[config.mk]
export PLATFORM = sky130hd
export DESIGN_NAME = sequenciador_pc
export DESIGN_NICKNAME = d
export VERILOG_FILES = /design/src/rtl/sequenciador_pc.sv
export SDC_FILE = /design/constraint.sdc
export NUM_CORES = 1
export LEC_CHECK = 0
export ABC_AREA = 1
export CORE_UTILIZATION = 30
export CTS_BUF_LIST = sky130_fd_sc_hd__clkbuf_8
export CTS_CLUSTER_SIZE = 20
export DETAILED_ROUTE_END_ITERATION = 6
export SYNTH_ARGS = -nofsm -noshare
export SYNTH_HDL_FRONTEND = slang
export SYNTH_SLANG_ARGS = --single-unit
[constraint.sdc]
create_clock -name Clock -period 6.06 [get_ports Clock]
set_input_delay 1.212 -clock Clock [delete_from_list [all_inputs] [get_ports Clock]]
set_output_delay 1.212 -clock Clock [all_outputs]
set_load 0.005 [all_outputs]
[src/rtl/sequenciador_pc.sv]
// rtl/sequenciador_pc.sv - program counter sequencer with next-PC select code and bounded return stack
module sequenciador_pc #(
    parameter logic [7:0] ENDERECO_RESET = 8'h00,
    parameter int         PROFUNDIDADE   = 4
) (
    input  logic       Clock,
    input  logic       Reset,
    input  logic       Stall,
    input  logic       Desvio,
    input  logic       Salto,
    input  logic       Chamada,
    input  logic       Retorno,
    input  logic [7:0] SaidaMUX4,
    output logic [1:0] Selecao,
    output logic [7:0] PCMais1,
    output logic [7:0] TopoPilha,
    output logic [7:0] PC,
    output logic [2:0] ProfundidadePilha,
    output logic       ErroPilha
);

    localparam logic [2:0] PROF_MAX = 3'(PROFUNDIDADE);

    logic [7:0] pc_q, pc_d;
    logic [2:0] prof_q, prof_d;
    logic       erro_q, erro_d;
    logic       empilha, desempilha;

    // Eight slots so a 3-bit depth indexes the array exactly; only the
    // first PROFUNDIDADE slots are ever written.
    logic [7:0] pilha_q [0:7];

    // Select code for the external 4:1 stage, fixed priority Retorno > Chamada/Salto > Desvio
    always_comb begin
        if (Retorno) begin
            Selecao = 2'b11;
        end else if (Chamada || Salto) begin
            Selecao = 2'b10;
        end else if (Desvio) begin
            Selecao = 2'b01;
        end else begin
            Selecao = 2'b00;
        end
    end

    assign PCMais1           = pc_q + 8'd1;
    assign TopoPilha         = (prof_q == 3'd0) ? 8'h00 : pilha_q[prof_q - 3'd1];
    assign PC                = pc_q;
    assign ProfundidadePilha = prof_q;
    assign ErroPilha         = erro_q;

    // Next-state: PC follows the select stage; Retorno beats Chamada for stack effects
    always_comb begin
        pc_d       = pc_q;
        prof_d     = prof_q;
        erro_d     = erro_q;
        empilha    = 1'b0;
        desempilha = 1'b0;
        if (!Stall) begin
            pc_d = SaidaMUX4;
            if (Retorno) begin
                if (prof_q == 3'd0) begin
                    erro_d = 1'b1;
                end else begin
                    desempilha = 1'b1;
                    prof_d     = prof_q - 3'd1;
                end
            end else if (Chamada) begin
                if (prof_q == PROF_MAX) begin
                    erro_d = 1'b1;
                end else begin
                    empilha = 1'b1;
                    prof_d  = prof_q + 3'd1;
                end
            end
        end
    end

    // State registers; reset overrides stall and every control input
    always_ff @(posedge Clock) begin
        if (Reset) begin
            pc_q   <= ENDERECO_RESET;
            prof_q <= 3'd0;
            erro_q <= 1'b0;
            for (int i = 0; i < 8; i++) begin
                pilha_q[i] <= 8'h00;
            end
        end else begin
            pc_q   <= pc_d;
            prof_q <= prof_d;
            erro_q <= erro_d;
            if (empilha) begin
                pilha_q[prof_q] <= PCMais1;
            end
            if (desempilha) begin
                // Cleared on pop so stale return addresses never resurface
                pilha_q[prof_q - 3'd1] <= 8'h00;
            end
        end
    end

endmodule
==> results.md <==
- Dividing the final minimum period by the clock period gives 0.708.
- Ranked by total cell area, the synthesized netlist is headed by sky130_fd_sc_hd__edfxtp_1, sky130_fd_sc_hd__nor2_1, sky130_fd_sc_hd__dfxtp_1, sky130_fd_sc_hd__nand2_1, sky130_fd_sc_hd__o21ai_0.
- Relative to the synthesized area, the layout overhead comes to 19.9%.
- The leakage power figure is 1.82 nW.
- The worst hold path belongs to the class reg -> reg.
- The maximum number of pins on one net before global-route repair is 39.
- The die covers 13200 sq um.
- The total of max-cap violations is 0.
- After synthesis, the netlist uses 27 different library cells.
- The number of buffers inserted for hold repair after clock tree synthesis is 0.
- The number of pins with negative max-slew slack in the final report is 0.
- After detailed routing, the average wire length per cell comes to 15.0 um.
- The footprint of the flip-flops and latches is 2160 sq um.
- Across the VDD grid, the largest voltage drop is 116 uV.
- The number of cells in the design after placement is 609.
- The met2 track utilization from global routing is 0.233.
- Of the post-synthesis cell area, the dominant cell type holds 0.502.
- The net count of the finished layout is 471.
- The type of element launching the critical path is a register.
- The clock sink total is 76.
- The routed design has 9.35 mm of wire.
- The number of primary I/O pins is 45.
- The register clock-pin slew on the reported worst setup and hold paths is 80 ps.
- The initial antenna violation count is 0.
- The worst-case clock skew is 10.9 ps.
- STA puts the critical path data required time at 4850 ps.
- The latest clock arrival within the worst-skew pair is 350 ps.
- The core region area is 12200 sq um.
- For this run, global-route usage on met1 was measured as 0.216.
- Counting flops and latches in the post-synthesis netlist gives 76.
- The root buffer cell is sky130_fd_sc_hd__clkbuf_8.
- The overall fraction of global-route tracks in use is 0.153.
- The post-synthesis instance area is 3830 sq um.
- The instance area at placement is 4410 sq um.
- Counting every instance in the synthesized netlist gives 412.
- The final global-route overflow total is 0.
- The multi-input combinational cells in the finished layout cover a total of 1540 sq um.
- The area of all placed cells without fillers is 4590 sq um.
- The actual transition at the worst max-transition pin is 744 ps.
- The fmax is 233 MHz.
- The met3 usage in global routing is 0.0300.
- The via count of the first global-routing pass is 2851.
- The number of setup violations in the final report is 0.
- The setup path with the least slack is of type reg -> out.
- The floorplan step set the die height to 115 um.
- The pre-antenna-repair detailed-routing pass consisted of 4 iterations.
- The initial utilization of the core area, before any placement, comes to 0.314.
- The total of buffers placed on input and output ports is 44.
- The initialized floorplan defines 40 standard-cell rows.
- The share of final-layout standard cells stronger than drive strength 1 is 0.0899.
- Across all layers, the routed design uses 2949 vias.
- The mean cell area of the mapped netlist is 9.29 sq um.
- The worst setup path is captured at an output pin.
- The number of antenna diodes in the final layout is 0.
- Summed over all failing endpoints, the final setup total negative slack is 0 ps.
- TritonCTS built the clock tree.
- The number of fill cells is 1232.
- The final worst setup slack is 1770 ps.
- Routability-driven placement finished with a final weighted congestion of 0.807.
- Dividing total power by cell area gives a power density of 268 nW/um^2.
- During synthesis, Yosys emitted a total of 0 warnings.
- Timing analysis after detailed placement gives a worst setup slack of 2110 ps.
- The post-cts gate resize count is 0.
- In this run the tightest slew margin relative to its limit is 0.504.
- Setup repair after global routing left no endpoint under its margin.
- From left edge to right edge, the die measures 115 um.
- The DRC violation total after the first TritonRoute iteration is 240.
- The count of nets left with antenna violations once routing finished came out at 0.
- The proportion of synthesized chip area in sequential cells is 0.565.
- The largest fanout on the critical path is 38.
- In this run the number of H-tree levels came out at 3.
- The hold violation count in the final report is 0.
- Detailed placement finished with a half-perimeter wire length of 6.62 mm.
- Counting every net in the synthesized netlist gives 431.
- The number of clock buffers added by TritonCTS is 9.
- The most utilized layer in the global route result is met2.
- The minimum period implied by the final worst setup slack is 4290 ps.
- The via density per instance is 4.73.
- The first global-routing pass estimated 15.0 mm of wire.
- After clock tree synthesis, the setup repair step added 0 buffers.
- sky130_fd_sc_hd__edfxtp_1 takes more of the synthesized area than any other cell.
- The clock passes through at most 2 buffers.
- The finished layout holds 624 standard cells, fillers aside.
- The DRC violation count after routing is 0.
- The run finished with clean final reports.
- The worst path arrival time is 3080 ps.
- The worst hold slack is 508 ps.
[sequential cells by signal (all words and copies together) (netlist names)]
register,cells
ErroPilha,1
pilha_q,64
PC,8
ProfundidadePilha,3
[cells in the mapped netlist]
cell                       count
sky130_fd_sc_hd__nor2_1      141
sky130_fd_sc_hd__edfxtp_1     64
sky130_fd_sc_hd__nand2_1      56
sky130_fd_sc_hd__o21ai_0      37
sky130_fd_sc_hd__dfxtp_1      12
sky130_fd_sc_hd__inv_1        11
sky130_fd_sc_hd__nand2_4      11
sky130_fd_sc_hd__clkbuf_1     10
sky130_fd_sc_hd__o21ai_1       9
sky130_fd_sc_hd__o211ai_1      8
sky130_fd_sc_hd__o22ai_1       8
sky130_fd_sc_hd__a21oi_1       6
sky130_fd_sc_hd__buf_2         4
sky130_fd_sc_hd__ha_1          4
sky130_fd_sc_hd__nand2_2       4
sky130_fd_sc_hd__nand4_1       4
sky130_fd_sc_hd__nor2_8        4
sky130_fd_sc_hd__xor2_1        4
sky130_fd_sc_hd__inv_2         3
sky130_fd_sc_hd__nand3_1       3
sky130_fd_sc_hd__nor2_4        3
sky130_fd_sc_hd__a31oi_1       1
sky130_fd_sc_hd__buf_4         1
sky130_fd_sc_hd__buf_6         1
sky130_fd_sc_hd__nand3_4       1
sky130_fd_sc_hd__nand3b_1      1
sky130_fd_sc_hd__xnor2_1       1
[logic make-up (layout without fill, tap and decap cells)]
logic type | Yosys count | in the layout | synth area share
and+or+nand+nor | 228 | 228 | 0.279
adders and majority gates | 4 | 4 | 0.0131
buffers and inverters | 30 | 74 | 0.0337
xor gates and xnor gates | 5 | 5 | 0.0114
DFF | 76 | 76 | 0.565
AOI/OAI and AO/OA | 69 | 69 | 0.0984
[layout by cell type, fill, tap and decap left out, types with 6 or more instances in the layout]
cell	synthesis	layout
sky130_fd_sc_hd__o21ai_1	9	9
sky130_fd_sc_hd__o21ai_0	37	37
sky130_fd_sc_hd__nand2_4	11	11
sky130_fd_sc_hd__a21oi_1	6	6
sky130_fd_sc_hd__inv_1	11	12
sky130_fd_sc_hd__o22ai_1	8	8
sky130_fd_sc_hd__edfxtp_1	64	64
sky130_fd_sc_hd__nand2_1	56	56
sky130_fd_sc_hd__nor2_1	141	141
sky130_fd_sc_hd__clkdlybuf4s50_1	0	44
sky130_fd_sc_hd__o211ai_1	8	8
sky130_fd_sc_hd__dfxtp_1	12	12
sky130_fd_sc_hd__clkbuf_8	0	9
[through the flow]
| stage | util | total power [W] |
|---|---|---|
| after floorplan | - | 0.000772 |
| after global placement | 0.361 | 0.000872 |
| after detailed placement | 0.361 | 0.000874 |
| after CTS | 0.376 | 0.00123 |
| after global routing | 0.376 | 0.00128 |
| final | 0.376 | 0.00123 |
[final timing paths]
check	from	to	slack, ps	cells past startpoint
worst min register to register	ErroPilha	ErroPilha	510	2
worst max-delay path	ProfundidadePilha[0]	TopoPilha[4]	1770	8
worst min-delay path	ErroPilha	ErroPilha	510	2
worst max register to register	ProfundidadePilha[0]	pilha_q[4][7]	2880	8
[where the power goes]
part	switching (W)	total, W	leakage [nW]	internal, W
clock	0.000183	0.000368	0.100	0.000185
sequential	0.0000131	0.000603	0.762	0.000590
combinational	0.000160	0.000258	0.959	0.0000975
total	0.000357	0.00123	1.82	0.000873
[area by class of cell]
| cell class | count | share of cell area |
|---|---|---|
| Timing Repair Buffer | 45 | 0.0975 |
| Clock inverter | 6 | 0.0125 |
| Clock buffer | 9 | 0.0270 |
| Tap cell | 168 | 0.0458 |
| Sequential cell | 76 | 0.471 |
| Inverter | 14 | 0.0114 |
| Multi-Input combinational cell | 306 | 0.335 |
[routing by layer]
layer / up-vias / routed length (um)
li1: 1465 / -
met1: 1376 / 4290
met2: 92 / 4220
met3: 16 / 649
met4: 0 / 187
met5: - / 0
[worst max-delay path: stages, from the launching register on]
cell	delay (ps)
sky130_fd_sc_hd__dfxtp_1	320
sky130_fd_sc_hd__inv_2	440
sky130_fd_sc_hd__ha_1	620
sky130_fd_sc_hd__inv_1	350
sky130_fd_sc_hd__o21ai_0	160
sky130_fd_sc_hd__o22ai_1	140
sky130_fd_sc_hd__nor2_1	50
sky130_fd_sc_hd__nor2_1	140
sky130_fd_sc_hd__clkdlybuf4s50_1	510
Note: power is estimated with default switching activity, not from simulation.
